`src/rtl/tube_p_bridge.sv`:
```
// tube_p_bridge: parasite-side bus sequencer for the Tube ULA parasite port.
// Optional polled access is enabled by defining TUBE_P_BRIDGE_POLL_EN.
module tube_p_bridge #(
    parameter int SETUP_CYCLES  = 2,
    parameter int STROBE_CYCLES = 4,
    parameter int HOLD_CYCLES   = 1
`ifdef TUBE_P_BRIDGE_POLL_EN
    ,
    parameter int POLL_LIMIT    = 255
`endif
) (
    input  logic       p_clk,
    input  logic       p_rst,
    input  logic       cpu_req,
    input  logic       cpu_we,
    input  logic [2:0] cpu_addr,
    input  logic [7:0] cpu_wdata,
`ifdef TUBE_P_BRIDGE_POLL_EN
    input  logic       cpu_poll,
    output logic       cpu_err,
`endif
    output logic [7:0] cpu_rdata,
    output logic       cpu_ack,
    output logic       cpu_busy,
    output logic       cpu_irq,
    output logic       cpu_nmi,
    output logic [2:0] p_addr,
    output logic       p_cs_b,
    output logic       p_rd_b,
    output logic       p_wr_b,
    output logic [7:0] p_data_out,
    output logic       p_data_oe,
    input  logic [7:0] p_data_in,
    input  logic       p_irq_b,
    input  logic       p_nmi_b
);

    // Phase counter reload values: a zero cycle count is stretched to one.
    localparam logic [3:0] SU_N =
        (SETUP_CYCLES <= 1) ? 4'd0 : 4'(SETUP_CYCLES - 1);
    localparam logic [3:0] ST_N =
        (STROBE_CYCLES <= 1) ? 4'd0 : 4'(STROBE_CYCLES - 1);
    localparam logic [3:0] HD_N =
        (HOLD_CYCLES <= 1) ? 4'd0 : 4'(HOLD_CYCLES - 1);

    typedef enum logic [1:0] {
        IDLE,
        SETUP,
        STROBE,
        HOLD
    } state_t;

    state_t     state;
    logic [3:0] cnt;
    logic       op_we;
    logic       irq_s1;
    logic       irq_s2;
    logic       nmi_n1;
    logic       nmi_n2;
    logic       nmi_n3;

`ifdef TUBE_P_BRIDGE_POLL_EN
    localparam logic [7:0] PL_N =
        (POLL_LIMIT <= 1) ? 8'd0 : 8'(POLL_LIMIT - 1);

    logic [2:0] addr_q;
    logic [7:0] wdata_q;
    logic       req_we;
    logic       stat_ph;
    logic [1:0] stat_q;
    logic [7:0] pcnt;
`endif

    assign cpu_busy = (state != IDLE);
    assign cpu_irq  = ~irq_s2;
    assign cpu_nmi  = nmi_n3 & ~nmi_n2;

    always_ff @(posedge p_clk) begin
        if (p_rst) begin
            state      <= IDLE;
            cnt        <= 4'd0;
            op_we      <= 1'b0;
            p_addr     <= 3'd0;
            p_cs_b     <= 1'b1;
            p_rd_b     <= 1'b1;
            p_wr_b     <= 1'b1;
            p_data_out <= 8'd0;
            p_data_oe  <= 1'b0;
            cpu_rdata  <= 8'd0;
            cpu_ack    <= 1'b0;
`ifdef TUBE_P_BRIDGE_POLL_EN
            addr_q     <= 3'd0;
            wdata_q    <= 8'd0;
            req_we     <= 1'b0;
            stat_ph    <= 1'b0;
            stat_q     <= 2'd0;
            pcnt       <= 8'd0;
            cpu_err    <= 1'b0;
`endif
        end else begin
            cpu_ack <= 1'b0;
            unique case (state)
                IDLE: begin
                    if (cpu_req) begin
                        state  <= SETUP;
                        cnt    <= SU_N;
                        p_cs_b <= 1'b0;
`ifdef TUBE_P_BRIDGE_POLL_EN
                        addr_q  <= cpu_addr;
                        wdata_q <= cpu_wdata;
                        req_we  <= cpu_we;
                        pcnt    <= 8'd0;
                        if (cpu_poll && cpu_addr[0]) begin
                            stat_ph   <= 1'b1;
                            op_we     <= 1'b0;
                            p_addr    <= {cpu_addr[2:1], 1'b0};
                            p_data_oe <= 1'b0;
                        end else begin
                            stat_ph   <= 1'b0;
                            op_we     <= cpu_we;
                            p_addr    <= cpu_addr;
                            p_data_oe <= cpu_we;
                            if (cpu_we) p_data_out <= cpu_wdata;
                        end
`else
                        op_we     <= cpu_we;
                        p_addr    <= cpu_addr;
                        p_data_oe <= cpu_we;
                        if (cpu_we) p_data_out <= cpu_wdata;
`endif
                    end
                end
                SETUP: begin
                    if (cnt == 4'd0) begin
                        state  <= STROBE;
                        cnt    <= ST_N;
                        p_rd_b <= op_we;
                        p_wr_b <= ~op_we;
                    end else begin
                        cnt <= cnt - 4'd1;
                    end
                end
                STROBE: begin
                    if (cnt == 4'd0) begin
                        state  <= HOLD;
                        cnt    <= HD_N;
                        p_rd_b <= 1'b1;
                        p_wr_b <= 1'b1;
`ifdef TUBE_P_BRIDGE_POLL_EN
                        if (!op_we && stat_ph) stat_q <= p_data_in[7:6];
                        if (!op_we && !stat_ph) cpu_rdata <= p_data_in;
`else
                        if (!op_we) cpu_rdata <= p_data_in;
`endif
                    end else begin
                        cnt <= cnt - 4'd1;
                    end
                end
                HOLD: begin
                    if (cnt == 4'd0) begin
`ifdef TUBE_P_BRIDGE_POLL_EN
                        if (!stat_ph) begin
                            state     <= IDLE;
                            p_cs_b    <= 1'b1;
                            p_data_oe <= 1'b0;
                            cpu_ack   <= 1'b1;
                            cpu_err   <= 1'b0;
                        end else if (req_we ? stat_q[0] : stat_q[1]) begin
                            // Device ready: run the real access on the data register.
                            stat_ph   <= 1'b0;
                            state     <= SETUP;
                            cnt       <= SU_N;
                            op_we     <= req_we;
                            p_addr    <= addr_q;
                            p_data_oe <= req_we;
                            if (req_we) p_data_out <= wdata_q;
                        end else if (pcnt == PL_N) begin
                            state     <= IDLE;
                            p_cs_b    <= 1'b1;
                            p_data_oe <= 1'b0;
                            cpu_ack   <= 1'b1;
                            cpu_err   <= 1'b1;
                        end else begin
                            pcnt  <= pcnt + 8'd1;
                            state <= SETUP;
                            cnt   <= SU_N;
                        end
`else
                        state     <= IDLE;
                        p_cs_b    <= 1'b1;
                        p_data_oe <= 1'b0;
                        cpu_ack   <= 1'b1;
`endif
                    end else begin
                        cnt <= cnt - 4'd1;
                    end
                end
                default: state <= IDLE;
            endcase
        end
    end

    always_ff @(posedge p_clk) begin
        if (p_rst) begin
            irq_s1 <= 1'b1;
            irq_s2 <= 1'b1;
            nmi_n1 <= 1'b1;
            nmi_n2 <= 1'b1;
            nmi_n3 <= 1'b1;
        end else begin
            irq_s1 <= p_irq_b;
            irq_s2 <= irq_s1;
            nmi_n1 <= p_nmi_b;
            nmi_n2 <= nmi_n1;
            nmi_n3 <= nmi_n2;
        end
    end

endmodule
```
`config.mk`:
```
export PLATFORM = sky130hd
export DESIGN_NAME = tube_p_bridge
export DESIGN_NICKNAME = d
export VERILOG_FILES = /design/src/rtl/tube_p_bridge.sv
export SDC_FILE = /design/constraint.sdc
export NUM_CORES = 1
export LEC_CHECK = 0
export ABC_AREA = 1
export CORE_MARGIN = 10
export CORE_UTILIZATION = 44
export CTS_CLUSTER_SIZE = 14
export DETAILED_ROUTE_END_ITERATION = 16
export GPL_ROUTABILITY_DRIVEN = 0
export PLACE_DENSITY = 0.89
export REMOVE_ABC_BUFFERS = 1
export SETUP_SLACK_MARGIN = 0.2
export SYNTH_ARGS = -nofsm -noshare
export SYNTH_HDL_FRONTEND = slang
export SYNTH_SLANG_ARGS = --single-unit
```
`constraint.sdc`:
```
create_clock -name p_clk -period 1.45 [get_ports p_clk]
set_input_delay 0.3625 -clock p_clk [delete_from_list [all_inputs] [get_ports p_clk]]
set_output_delay 0.3625 -clock p_clk [all_outputs]
set_load 0.01 [all_outputs]
```
==> flow_results.xml <==
<?xml version="1.0" encoding="UTF-8"?>
<metrics>
  <group name="outcome">
    <metric name="result_of_the_run" unit="">complete, but fails checks</metric>
    <metric name="failing_checks" unit="">negative setup slack</metric>
  </group>
  <group name="logic_synthesis">
    <metric name="synth-adder-area-share" unit="%">4.96</metric>
    <metric name="synth_enable_flop_cells" unit="">0</metric>
    <metric name="postSynthAreaPerCell" unit="um2">7.56</metric>
    <metric name="yosys-top-cells-count" unit="">sky130_fd_sc_hd__nand2_1, sky130_fd_sc_hd__dfxtp_1, sky130_fd_sc_hd__a21oi_1, sky130_fd_sc_hd__nand3_1, sky130_fd_sc_hd__nor2_1</metric>
    <metric name="synth.area.mux_share" unit="%">0</metric>
    <metric name="yosys.cell_types.count" unit="">20</metric>
    <metric name="ys_ff_latch" unit="">36</metric>
    <metric name="synth-xor-area-share" unit="%">0</metric>
    <metric name="sequential_fraction_of_the_synthesis_area" unit="%">47.6</metric>
    <metric name="synthSimpleGateAreaFrac" unit="%">31.1</metric>
    <metric name="synth.largest_area_cell" unit="">sky130_fd_sc_hd__dfxtp_1</metric>
    <metric name="dominant_cell_by_count_in_the_synthesized_netlist" unit="">sky130_fd_sc_hd__nand2_1</metric>
    <metric name="synthTopCellsByArea" unit="">sky130_fd_sc_hd__dfxtp_1, sky130_fd_sc_hd__nand2_1, sky130_fd_sc_hd__a21oi_1</metric>
    <metric name="synthDominantCellAreaShare" unit="%">47.6</metric>
    <metric name="post_synth_instance_area" unit="um2">1510</metric>
    <metric name="asyncSetResetFlopFracSynth" unit="%">0</metric>
    <metric name="synth_warnings" unit="">0</metric>
    <metric name="largest_family_of_logic_cells_by_synthesized_area" unit="">simple AND/OR/NAND/NOR gates</metric>
    <metric name="synthFlopType" unit="">sky130_fd_sc_hd__dfxtp_1</metric>
    <metric name="synth_compound_area_share" unit="%">10.0</metric>
    <metric name="synthCells" unit="">200</metric>
  </group>
  <group name="die">
    <metric name="floorplan.initialDensity" unit="%">45.3</metric>
    <metric name="boundaryPins" unit="">52</metric>
    <metric name="core_area" unit="um2">3340</metric>
    <metric name="floorplan.rows" unit="">21</metric>
    <metric name="floorplan.die_area" unit="um2">6180</metric>
    <metric name="chipHeight" unit="um">78.6</metric>
    <metric name="die_width" unit="um">78.6</metric>
  </group>
  <group name="critical_path">
    <metric name="worstSetupPathType" unit="">reg2reg</metric>
    <metric name="cpMaxStageDelayCell" unit="">sky130_fd_sc_hd__dfxtp_2</metric>
    <metric name="timing.rr.start" unit="">state[1]</metric>
    <metric name="cp.required" unit="ns">1.72</metric>
    <metric name="cp_slowest_stage_delay" unit="ns">0.35</metric>
    <metric name="path_common_cell" unit="">sky130_fd_sc_hd__buf_6</metric>
    <metric name="crit_chain" unit="">inv_2 &gt; buf_6 &gt; ha_4 &gt; or2_1 &gt; nand2_2 &gt; buf_6 &gt; nand2_4 &gt; a21oi_2 &gt; nor2_1</metric>
    <metric name="cp-end-kind" unit="">flip-flop</metric>
    <metric name="arrival" unit="ns">1.76</metric>
    <metric name="timing.critical_path.from_type" unit="">flip-flop</metric>
    <metric name="cp-startpoint" unit="">state[1]</metric>
    <metric name="timing.critical_path.fanout_max" unit="">3</metric>
    <metric name="crit_family" unit="">simple AND/OR/NAND/NOR gates</metric>
    <metric name="path_buf_inv" unit="">3</metric>
  </group>
  <group name="final_layout">
    <metric name="design.final.nets" unit="">318</metric>
    <metric name="finish.utilization" unit="%">82.6</metric>
    <metric name="multiInputGateArea" unit="um2">1120</metric>
    <metric name="register_area" unit="um2">754</metric>
    <metric name="syn_to_final_growth" unit="%">82.2</metric>
    <metric name="fin_area" unit="um2">2760</metric>
    <metric name="antenna_cells_inserted" unit="">0</metric>
    <metric name="fraction_of_final_layout_cells_with_drive_strength_greater_than_1" unit="%">66.0</metric>
    <metric name="final.fill_count" unit="">208</metric>
  </group>
  <group name="routing">
    <metric name="wire_per_inst" unit="um">17.1</metric>
    <metric name="drt-initial-drc-count" unit="">114</metric>
    <metric name="top_layer_used" unit="">met4</metric>
    <metric name="postRouteAntennaNets" unit="">0</metric>
    <metric name="routedLengthMet1" unit="um">2060</metric>
    <metric name="met3_wirelength" unit="um">395</metric>
    <metric name="detail_route.drc_violations" unit="">0</metric>
    <metric name="drt_wl_total" unit="um">5700</metric>
    <metric name="num_vias" unit="">1726</metric>
    <metric name="routed-wl-met2" unit="um">3070</metric>
    <metric name="average_vias_per_placed_instance" unit="">5.17</metric>
    <metric name="detail_route.first_pass.iterations" unit="">4</metric>
  </group>
  <group name="power">
    <metric name="power.static_leakage" unit="nW">1.22</metric>
    <metric name="vdd.ir_drop.worst" unit="mV">0.872</metric>
    <metric name="netSwitchingFraction" unit="%">44.4</metric>
    <metric name="p_per_area" unit="nW/um2">1870</metric>
    <metric name="power_frac_clock" unit="%">10.8</metric>
    <metric name="p_int" unit="mW">2.87</metric>
    <metric name="comb_power_share" unit="%">62.1</metric>
    <metric name="power.share.sequential" unit="%">27.1</metric>
    <metric name="power.switching" unit="mW">2.28</metric>
  </group>
  <group name="clocking">
    <metric name="clkSlewWorstSetupHoldPaths" unit="ns">0.11</metric>
    <metric name="cts_tree" unit="">yes</metric>
    <metric name="cts_htree_levels" unit="">2</metric>
    <metric name="cts.hold.buffers_added" unit="">0</metric>
    <metric name="insertion_delay" unit="ns">0.37</metric>
    <metric name="cts-root-to-sink-buffers" unit="">2</metric>
    <metric name="number_of_buffers_inserted_during_clock_tree_synthesis" unit="">5</metric>
    <metric name="clock-sinks" unit="">36</metric>
    <metric name="clock_tree.root_cell" unit="">sky130_fd_sc_hd__clkbuf_4</metric>
  </group>
  <group name="flow_run">
    <metric name="maxCapViolCount" unit="">0</metric>
  </group>
  <group name="global_routing">
    <metric name="grt_antenna_before_repair" unit="">0</metric>
    <metric name="grt_start_max_net_pins" unit="">13</metric>
    <metric name="grt_overflow_total" unit="">0</metric>
    <metric name="overall_fraction_of_global_route_tracks_in_use" unit="%">13.9</metric>
    <metric name="first_global_vias" unit="">1607</metric>
    <metric name="grt_first_pass_wirelength" unit="um">7030</metric>
  </group>
  <group name="hold_path">
    <metric name="hold_path_startpoint" unit="">irq_s1</metric>
    <metric name="min_path_type" unit="">reg2reg</metric>
  </group>
  <group name="timing">
    <metric name="slew-limit-headroom" unit="%">82.1</metric>
    <metric name="min_period" unit="ns">1.49</metric>
    <metric name="layout_setup_ws" unit="ns">-0.0386</metric>
    <metric name="worst-slew-pin-transition" unit="ns">0.268</metric>
    <metric name="max_freq" unit="MHz">672</metric>
    <metric name="slew_violations" unit="">0</metric>
    <metric name="final_hold_viol_count" unit="">0</metric>
    <metric name="rsz0062_at_grt" unit="">yes</metric>
    <metric name="skew" unit="ns">0.0169</metric>
    <metric name="finalSetupViolations" unit="">1</metric>
    <metric name="finalCritPeriodShare" unit="%">103</metric>
  </group>
  <group name="placement">
    <metric name="buffer_ports.inserted" unit="">51</metric>
    <metric name="placement.cell_area" unit="um2">2200</metric>
    <metric name="dp_hpwl" unit="um">3050</metric>
  </group>
</metrics>
-- logic make-up after synthesis --
family / after synthesis
compound gates: 29
flops: 36
fa+ha+maj: 6
buf+inv: 23
simple gates: 106
-- path summary, 6_finish.rpt --
| kind | cells past startpoint | end | slack [ns] |
|---|---|---|---|
| max | 9 | cnt[2] | -0.04 |
| min | 1 | irq_s2 | 0.42 |
| max reg2reg | 9 | cnt[2] | -0.04 |
| min reg2reg | 1 | irq_s2 | 0.42 |
-- timing repair --
action / 4_1_cts / 5_1_grt
resized for setup: 164 / 102
cloned: 0 / 2
setup endpoints to repair: 57 / 32
pin swaps: 6 / 41
setup buffers: 1 / 12
-- registers in the layout (all words and copies together) (netlist names), 2 cells and up --
signal,count
cnt,4
cpu_rdata,8
state,2
p_data_out,8
p_addr,3
-- worst register-to-register path: stages, from the launching register on --
cell and delay [ns]:
sky130_fd_sc_hd__dfxtp_2 0.35, sky130_fd_sc_hd__inv_2 0.05, sky130_fd_sc_hd__buf_6 0.12, sky130_fd_sc_hd__ha_4 0.15
sky130_fd_sc_hd__or2_1 0.22, sky130_fd_sc_hd__nand2_2 0.13, sky130_fd_sc_hd__buf_6 0.12, sky130_fd_sc_hd__nand2_4 0.05
sky130_fd_sc_hd__a21oi_2 0.15, sky130_fd_sc_hd__nor2_1 0.07
-- cell type report --
class | count | area share, %
clock inverters | 1 | 0.318
flip-flops and latches | 36 | 27.4
inverters | 18 | 3.36
repair buffers | 83 | 24.4
well taps | 46 | 2.09
multi-input cells | 143 | 40.8
clock buffers | 7 | 1.63
-- power groups by stage --
stage,clock [mW],combinational (mW),sequential (mW)
floorplan,0,1.02,1.40
finish,0.557,3.20,1.40
global route,0.597,3.43,1.42
CTS,0.537,2.09,1.35
detailed placement,0,1.89,1.34
global placement,0,1.85,1.33
-- cell usage in the layout (no fill, tap or decap), types with 3 or more instances in the layout --
| cell type | count |
|---|---|
| sky130_fd_sc_hd__a21oi_2 | 22 |
| sky130_fd_sc_hd__buf_2 | 25 |
| sky130_fd_sc_hd__buf_4 | 21 |
| sky130_fd_sc_hd__buf_6 | 12 |
| sky130_fd_sc_hd__clkbuf_4 | 5 |
| sky130_fd_sc_hd__clkdlybuf4s50_1 | 24 |
| sky130_fd_sc_hd__dfxtp_1 | 9 |
| sky130_fd_sc_hd__dfxtp_2 | 27 |
| sky130_fd_sc_hd__ha_4 | 5 |
| sky130_fd_sc_hd__inv_1 | 6 |
| sky130_fd_sc_hd__inv_2 | 7 |
| sky130_fd_sc_hd__nand2_1 | 34 |
| sky130_fd_sc_hd__nand2_2 | 12 |
| sky130_fd_sc_hd__nand2_4 | 14 |
| sky130_fd_sc_hd__nand3_1 | 6 |
| sky130_fd_sc_hd__nand3_2 | 12 |
| sky130_fd_sc_hd__nor2_1 | 10 |
| sky130_fd_sc_hd__nor2_2 | 5 |
| sky130_fd_sc_hd__nor2_4 | 5 |
| sky130_fd_sc_hd__o21ai_2 | 3 |
| sky130_fd_sc_hd__or2_2 | 5 |
-- layer usage --
metal  track usage, %  vias up
met5                0        -
met4             4.84        0
met1             14.4      815
met3             6.26       23
met2             24.3       75
li1                 -      813
-- stage by stage --
stage               cells  hold slack, ns  TNS, ns  total power [mW]  worst slack [ns]
floorplan             195           0.389        0              2.42            0.0765
global route          334           0.441   -0.148              5.45           -0.0911
global placement      311           0.392   -0.277              3.18           -0.0613
finish                334           0.424  -0.0386              5.15           -0.0386
CTS                   320           0.429        0              3.97            0.0386
detailed placement    311           0.400   -0.467              3.23           -0.0956
No activity file was read; power rests on OpenSTA's default activity.
